<file path="src/rtl/arbitro_hamming.sv">
// Round-robin arbiter that shares one Hamming(15,11) encoder among N_REQ requesters.
// Optional macro SECDED_EN: out_code[15] carries even overall parity; otherwise it is 0.

module calcula_hamming (
  input  logic [10:0] m,
  output logic [14:0] x
);

  // Parity bits sit at the power-of-two positions x1, x2, x4, x8.
  assign x[0]  = m[0] ^ m[1] ^ m[3] ^ m[4] ^ m[6] ^ m[8] ^ m[10];
  assign x[1]  = m[0] ^ m[2] ^ m[3] ^ m[5] ^ m[6] ^ m[9] ^ m[10];
  assign x[2]  = m[0];
  assign x[3]  = m[1] ^ m[2] ^ m[3] ^ m[7] ^ m[8] ^ m[9] ^ m[10];
  assign x[4]  = m[1];
  assign x[5]  = m[2];
  assign x[6]  = m[3];
  assign x[7]  = m[4] ^ m[5] ^ m[6] ^ m[7] ^ m[8] ^ m[9] ^ m[10];
  assign x[8]  = m[4];
  assign x[9]  = m[5];
  assign x[10] = m[6];
  assign x[11] = m[7];
  assign x[12] = m[8];
  assign x[13] = m[9];
  assign x[14] = m[10];

endmodule

module arbitro_hamming #(
  parameter  int N_REQ = 4,
  localparam int IDW   = $clog2(N_REQ)
) (
  input  logic                 clk,
  input  logic                 rst,
  input  logic [N_REQ-1:0]     req_valid,
  input  logic [11*N_REQ-1:0]  req_data,
  output logic [N_REQ-1:0]     req_ready,
  output logic                 out_valid,
  input  logic                 out_ready,
  output logic [15:0]          out_code,
  output logic [IDW-1:0]       out_id
);

  typedef enum logic [1:0] {
    OCIOSO,
    CODIFICA,
    ENTREGA
  } estado_t;

  estado_t          estado;
  estado_t          estado_sig;
  logic [IDW-1:0]   ultimo;
  logic [IDW-1:0]   gsel;
  logic [IDW-1:0]   id_cap;
  logic             hay;
  logic [N_REQ-1:0] grant;
  logic [10:0]      dato_sel;
  logic [10:0]      dato_cap;
  logic [14:0]      cod15;
  logic             paridad;

  // Scan starts just after the last winner, so the last winner has lowest priority.
  always_comb begin
    int s;
    s    = 0;
    hay  = 1'b0;
    gsel = '0;
    for (int k = 1; k <= N_REQ; k++) begin
      s = int'(ultimo) + k;
      if (s >= N_REQ) begin
        s = s - N_REQ;
      end
      if (!hay && req_valid[IDW'(s)]) begin
        hay  = 1'b1;
        gsel = IDW'(s);
      end
    end
  end

  always_comb begin
    grant    = '0;
    dato_sel = '0;
    if ((estado == OCIOSO) && hay && !rst) begin
      grant[gsel] = 1'b1;
    end
    for (int i = 0; i < N_REQ; i++) begin
      if (gsel == IDW'(i)) begin
        dato_sel = req_data[11*i +: 11];
      end
    end
  end

  assign req_ready = grant;

  always_comb begin
    estado_sig = estado;
    case (estado)
      OCIOSO:   if (hay) estado_sig = CODIFICA;
      CODIFICA: estado_sig = ENTREGA;
      ENTREGA:  if (out_ready) estado_sig = OCIOSO;
      default:  estado_sig = OCIOSO;
    endcase
  end

  always_ff @(posedge clk) begin
    if (rst) begin
      estado <= OCIOSO;
    end else begin
      estado <= estado_sig;
    end
  end

  calcula_hamming u_enc (
    .m (dato_cap),
    .x (cod15)
  );

`ifdef SECDED_EN
  assign paridad = ^cod15;
`else
  assign paridad = 1'b0;
`endif

  // Captured word and id stay put until the next grant; output is held through back-pressure.
  always_ff @(posedge clk) begin
    if (rst) begin
      ultimo    <= IDW'(N_REQ - 1);
      dato_cap  <= '0;
      id_cap    <= '0;
      out_valid <= 1'b0;
      out_code  <= '0;
      out_id    <= '0;
    end else begin
      case (estado)
        OCIOSO: begin
          if (hay) begin
            dato_cap <= dato_sel;
            id_cap   <= gsel;
            ultimo   <= gsel;
          end
        end
        CODIFICA: begin
          out_code  <= {paridad, cod15};
          out_id    <= id_cap;
          out_valid <= 1'b1;
        end
        ENTREGA: begin
          if (out_ready) begin
            out_valid <= 1'b0;
          end
        end
        default: begin
          out_valid <= 1'b0;
        end
      endcase
    end
  end

endmodule
</file>
<file path="config.mk">
export PLATFORM = sky130hd
export DESIGN_NAME = arbitro_hamming
export DESIGN_NICKNAME = d
export VERILOG_FILES = /design/src/rtl/arbitro_hamming.sv
export SDC_FILE = /design/constraint.sdc
export NUM_CORES = 1
export LEC_CHECK = 0
export ABC_AREA = 1
export ABC_CLOCK_PERIOD_IN_PS = 3000
export CAP_MARGIN = 20
export CELL_PAD_IN_SITES_DETAIL_PLACEMENT = 0
export CELL_PAD_IN_SITES_GLOBAL_PLACEMENT = 2
export CORE_UTILIZATION = 25
export CTS_CLUSTER_SIZE = 14
export DETAILED_ROUTE_END_ITERATION = 10
export PLACE_DENSITY = 0.91
export SETUP_SLACK_MARGIN = 0.5
export SLEW_MARGIN = 20
export SYNTH_ARGS = -nofsm -noshare
export SYNTH_HDL_FRONTEND = slang
export SYNTH_SLANG_ARGS = --single-unit
</file>
<file path="constraint.sdc">
create_clock -name clk -period 3 [get_ports clk]
set_clock_uncertainty 0.05 [all_clocks]
set_input_delay 0.3 -clock clk [delete_from_list [all_inputs] [get_ports clk]]
set_output_delay 0.3 -clock clk [all_outputs]
set_load 0.05 [all_outputs]
</file>
==> summary.txt <==
Yosys
  – Mapped Area: 0.002113 mm2
  – Avg Inst Size Synth: 6.688 um2
  – Post-Synthesis Cells: 316
  – Top_reg_cell synth: dfxtp_1
  – Unique masters post-synth: 31
  – Number of synthesized register bits: 35
  – Share of the synthesized area in the top cell type: 0.3316
  – Most frequent cell after synthesis: nand2_1
  – Syn nets: 367
  – EDFF count, synth: 0
  – Post-synth ARST share: 0
  – Synth Warn #: 0
  – Commonest cells post-synth: nand2_1, nor2_1, dfxtp_1
  – Sequential area share after synthesis: 0.3316
  – Yosys top cell by area: dfxtp_1
  – Top post-synthesis cells by area: dfxtp_1, nand2_1, nand3_1

Die
  – I/O pin count: 74
  – Die height: 93.94 um
  – Die footprint: 0.008825 mm2
  – FP Rows: 33
  – Core area: 0.008217 mm2
  – Die W: 93.94 um
  – Initial core utilization: 0.2572

Route
  – Routed Antenna Nets: 0
  – TritonRoute pass-1 iters: 4
  – DRT iter0 DRCs: 105
  – Number of remaining DRC errors: 0
  – Vias: 2,276
  – Post-DR vias/cell: 4.489
  – Avg WL per Cell: 11.86 um
  – Final WL: 6012 um

STA
  – Achievable Freq: 411.3 MHz
  – Final worst path period share: 0.8104
  – Unrepaired setup endpoints after global routing: yes
  – Fin. Hold Viols: 0
  – Least-Margin Pin Slew: 0.6492 ns
  – Final Critical Period: 2.431 ns
  – Final setup viols: 0
  – Final slew viol count: 0
  – Slew margin rel.: 0.5667
  – Setup TNS: 0 ns

Layout
  – Post-layout util: 0.4048
  – Area of the multi-input gates: 0.001353 mm2
  – Final Cell Area: 0.003326 mm2
  – Fillers: 861
  – Layout area overhead: 57.37%
  – # diodes: 0
  – Register area: 708.2 um2
  – Layout cells sized above 1: 0.1915
  – Finished Layout Cells: 507
  – Nets: 452

Worst setup path
  – Critical Path Fanout Max: 6
  – Crit path largest cell delay: 0.40 ns
  – Critical Path RT: 2.65 ns
  – Crit-path slowest cell: dfxtp_4
  – Startpoint Class: flop
  – Critical path type: flop to output port
  – Crit-path cells: buf_6 -> nand2_2 -> nand2_4 -> nand2_1 -> nand2_2 -> inv_2 -> nand4_1 -> nand2_2 -> nor2_4 -> clkinv_4 -> nor3_4 -> buf_12
  – Crit-path most repeated cell: nand2_2
  – Data arrival, critical path: 2.08 ns
  – Crit end category: output port

Outcome
  – Status: complete, no violations

Clocking
  – Num Clock Sinks: 35
  – Clock slew at reported path FFs: 0.07 ns
  – CTS tree: done
  – Clk root buf: clkbuf_8
  – Worst-case clock buffer depth: 2
  – Clock latency on the worst-skew pair: 0.28 ns
  – Hold buffers post-CTS: 0
  – Inserted Clock Buffers: 5
  – # H-tree levels: 2

Pwr
  – Lkg Pwr: 1.414 nW
  – NetSw: 2.287 mW
  – Clock power share: 0.074
  – Switching Share: 0.5257
  – Internal: 2.064 mW
  – Maximum VDD drop: 652.9 uV
  – Power density cells: 1308 mW/mm2
  – Combinational share of power: 0.744
  – Sequential power share: 0.182

GRT
  – Vias in the first global route: 2,062
  – Gr ovfl total: 0
  – First-pass GRT wire length: 9798 um
  – Largest net degree at the start of global routing: 25
  – Gr usage total: 0.1427
  – Initial antenna violation count: 0

Min path
  – Type of the tightest min-delay check: flop to flop

Placement
  – IO buf count: 72
  – Placed cell count: 484
  – Routability cong.: 0.7777
  – Dpl cell area: 0.002964 mm2
  – Dpl hpwl: 4367 um

Flow run
  – Max cap viols: 0
-- layout by cell type, fill, tap and decap left out, types with 3 or more instances in the layout --
cell,instances
inv_1,21
xor2_1,9
buf_12,4
nor2_4,4
o21ai_0,19
clkbuf_8,5
a21oi_2,3
a21oi_1,12
xnor2_1,8
buf_4,19
clkdlybuf4s50_1,65
dlymetal6s2s_1,3
nand2_2,18
dfxtp_1,33
nand3_1,34
nand2_4,3
nor2_1,36
nor3_4,4
nand2_1,62
nand4_1,10
o211ai_1,4
-- sequential cells by signal (all words and copies together), names as in the netlist --
register / cells
dato_cap: 11
estado: 2
id_cap: 2
out_code: 15
out_id: 2
out_valid: 1
ultimo: 2
-- cell families (layout without fill, tap and decap cells) --
family	Yosys count	after routing	synth area share
simple gates	178	179	0.3890
buf+inv	43	128	0.09235
compound gates	42	42	0.1149
flops	35	35	0.3316
xor+xnor	17	17	0.07046
other cells	1	1	0.001774
-- routing by layer --
| metal | GRT usage | vias up | wire length [um] |
|---|---|---|---|
| met4 | 0.03846 | 0 | 59 |
| met5 | 0 | - | 0 |
| met2 | 0.2238 | 59 | 2631 |
| met3 | 0.03803 | 6 | 333 |
| met1 | 0.1916 | 1011 | 2988 |
| li1 | - | 1200 | - |
-- final timing paths --
path         startpoint            to  slack, ns  cells after the start
min           id_cap[0]     id_cap[0]       0.42                      2
min reg2reg   id_cap[0]     id_cap[0]       0.42                      2
max           ultimo[0]  req_ready[2]       0.57                     12
max reg2reg   ultimo[0]   dato_cap[5]       0.80                     16
-- power groups by stage --
| stage | clock, mW | sequential (mW) | combinational [mW] |
|---|---|---|---|
| 6_report | 0.321 | 0.794 | 3.24 |
| 2_1_floorplan | 0 | 1.06 | 1.81 |
| 4_1_cts | 0.335 | 0.789 | 2.89 |
| 5_1_grt | 0.357 | 0.818 | 3.57 |
| 3_5_place_dp | 0 | 0.795 | 2.76 |
| 3_3_place_gp | 0 | 0.793 | 2.73 |
-- worst max-delay path: cells and delay by family, from the launching register on --
kind,cells,cell delay (ns)
simple gates,8,0.90
buf+inv,4,0.48
flops,1,0.40
-- area by class of cell --
type	count	area share
inverters	27	0.03574
multi-input cells	239	0.4067
clock inverters	1	0.001505
clock buffers	7	0.02295
well taps	105	0.03950
repair buffers	93	0.2807
flip-flops and latches	35	0.2129
-- repair_timing --
| action | 4_1_cts | 5_1_grt |
|---|---|---|
| setup endpoints to repair | 11 | 15 |
| hold endpoints to repair | 0 | 0 |
| pin swaps | 2 | 19 |
| resized for setup | 9 | 40 |
| cloned | 1 | 0 |
| buffers inserted | 2 | 12 |
-- stage by stage --
| stage | hold slack [ns] | power (mW) | worst slack, ns |
|---|---|---|---|
| 2_1_floorplan | 0.3339 | 2.866 | 0.1700 |
| 3_3_place_gp | 0.4087 | 3.528 | 0.4322 |
| 3_5_place_dp | 0.4141 | 3.552 | 0.3953 |
| 4_1_cts | 0.4251 | 4.014 | 0.4895 |
| 5_1_grt | 0.4537 | 4.743 | 0.4571 |
| 6_report | 0.4233 | 4.351 | 0.5689 |
(Power assumes the default switching activity.)
==> patch: new RTL, same settings <==
The parameter `N_REQ` goes from 4 to 8.
--- a/src/rtl/arbitro_hamming.sv
+++ b/src/rtl/arbitro_hamming.sv
@@ -26,7 +26,7 @@
 endmodule
 
 module arbitro_hamming #(
-  parameter  int N_REQ = 4,
+  parameter  int N_REQ = 8,
   localparam int IDW   = $clog2(N_REQ)
 ) (
   input  logic                 clk,
Interface: changed (resized out_id, req_data, req_ready and req_valid); port bits go from 74 to 127. No check against the original RTL was run, so the function may have changed too.
==> patch against the unedited design <==
Hold slack hardly changed. Design area increased by 72%. Area after synthesis is 53% higher. The run now ends with negative setup slack left. Global-route usage increased by 3.4 points. Register-to-register slack got worse by 0.81 ns. Largest cell class unchanged. Cell count rose by 66%. Sequential cell count increased by 3. Routed wire length increased by 93%. Setup slack got worse by 0.71 ns.
Power is left out: the tool's default activity adds up to more than one toggle a clock period on the data nets, which glitch-free logic cannot reach.
==> patch: results (changes against the unedited design) <==
| Metric | Value |
|---|---|
| Hold EP | `dato_cap[9]$_SDFFE_PP0P_ (was id_cap[0]$_SDFFE_PP0N_)` |
| Status | `finished, violations left (was finished clean)` |
| Min-Delay Startpoint | `dato_cap[9]$_SDFFE_PP0P_ (was id_cap[0]$_SDFFE_PP0N_)` |
| Well tap count | `172 (was 105)` |
| Syn_nets | `608 (was 367)` |
| Failing checks | `negative setup slack` |
| Critical Path End | `req_ready[0] (was req_ready[2])` |
| Nets | `769 (was 452)` |
| Largest net degree at the start of global routing | `37 (was 25)` |
| Data buffer area share | `0.338 (was 0.281)` |
| R2r endpoint | `dato_cap[2]$_SDFFE_PP0P_ (was dato_cap[5]$_SDFFE_PP0N_)` |
| Fillers | `1287 (was 861)` |
| Reg-to-reg startpoint | `ultimo[0]$_SDFFE_PP1P_ (was ultimo[0]$_SDFFE_PP1N_)` |
| Synth top area cells | `dfxtp_1, nand2_1, nand3_1, nor2_1, nand4_1 (was dfxtp_1, nand2_1, nand3_1, nor2_1, o21ai_0)` |
| Xor/xnor share of the synthesized area | `0.0722 (was 0.0705)` |
| Number of global-route vias before repair | `3984 (was 2062)` |
| Layout inverter count without the clock tree | `36 (was 27)` |
| Vias post-DR | `3925 (was 2276)` |
| Multi-input comb cells | `402 (was 239)` |
| WL per Instance | `13.8 µm (was 11.9 µm)` |
| Final worst slack | `-0.143 ns (was 0.569 ns)` |
| Final Wtd Congestion | `0.868 (was 0.778)` |
| Share of layout cells above drive strength 1 | `0.259 (was 0.192)` |
| Final setup vio count | `10 (was 0)` |
| Post-place setup slack | `-0.166 ns (was 0.395 ns)` |
| Worst-path maximum fanout | `10 (was 6)` |
| Placed insts | `806 (was 484)` |
| FF+latch area | `769 µm² (was 708 µm²)` |
| TNS Setup | `-0.654 ns (was 0 ns)` |
| Cells after Synth | `507 (was 316)` |
| Post-Synth Adder-Cell Area | `0.00772 (was 0)` |
| Detailed Route WL | `11600 µm (was 6010 µm)` |
[patch: cell types whose count changed in the layout (fill, tap and decap cells not counted), moves of 7 or more]
cell	before	now
buf_12	4	13
buf_4	19	42
buf_6	2	11
clkdlybuf4s50_1	65	117
nand2_1	62	88
nand3_1	34	52
nand3_2	1	19
nand4_1	10	28
nor2_1	36	74
nor2_2	0	10
o21ai_0	19	30
xnor2_1	8	15
[patch: kinds of logic (layout without fill, tap and decap cells)]
logic type      after synthesis  after routing
compound gates               56             56
xor+xnor                     25             25
fa+ha+maj                     2              2
simple gates                318            318
buf+inv                      67            229
other cells                   1              1
flops                        38             38
[patch: repair_timing]
item / CTS / global route
resized for setup: 37 / 26
setup buffers: 22 / 3
setup endpoints to repair: 25 / 25
cloned: 2 / 0
pin swaps: 27 / 27
[patch: metal layers]
metal	global-route usage	up-vias	wire length, µm	part of all wire
met5	0	-	0	0
met4	0.0427	0	235	0.020
met2	0.296	150	5310	0.46
li1	-	2005	-	-
met3	0.0507	22	908	0.078
met1	0.222	1748	5160	0.44
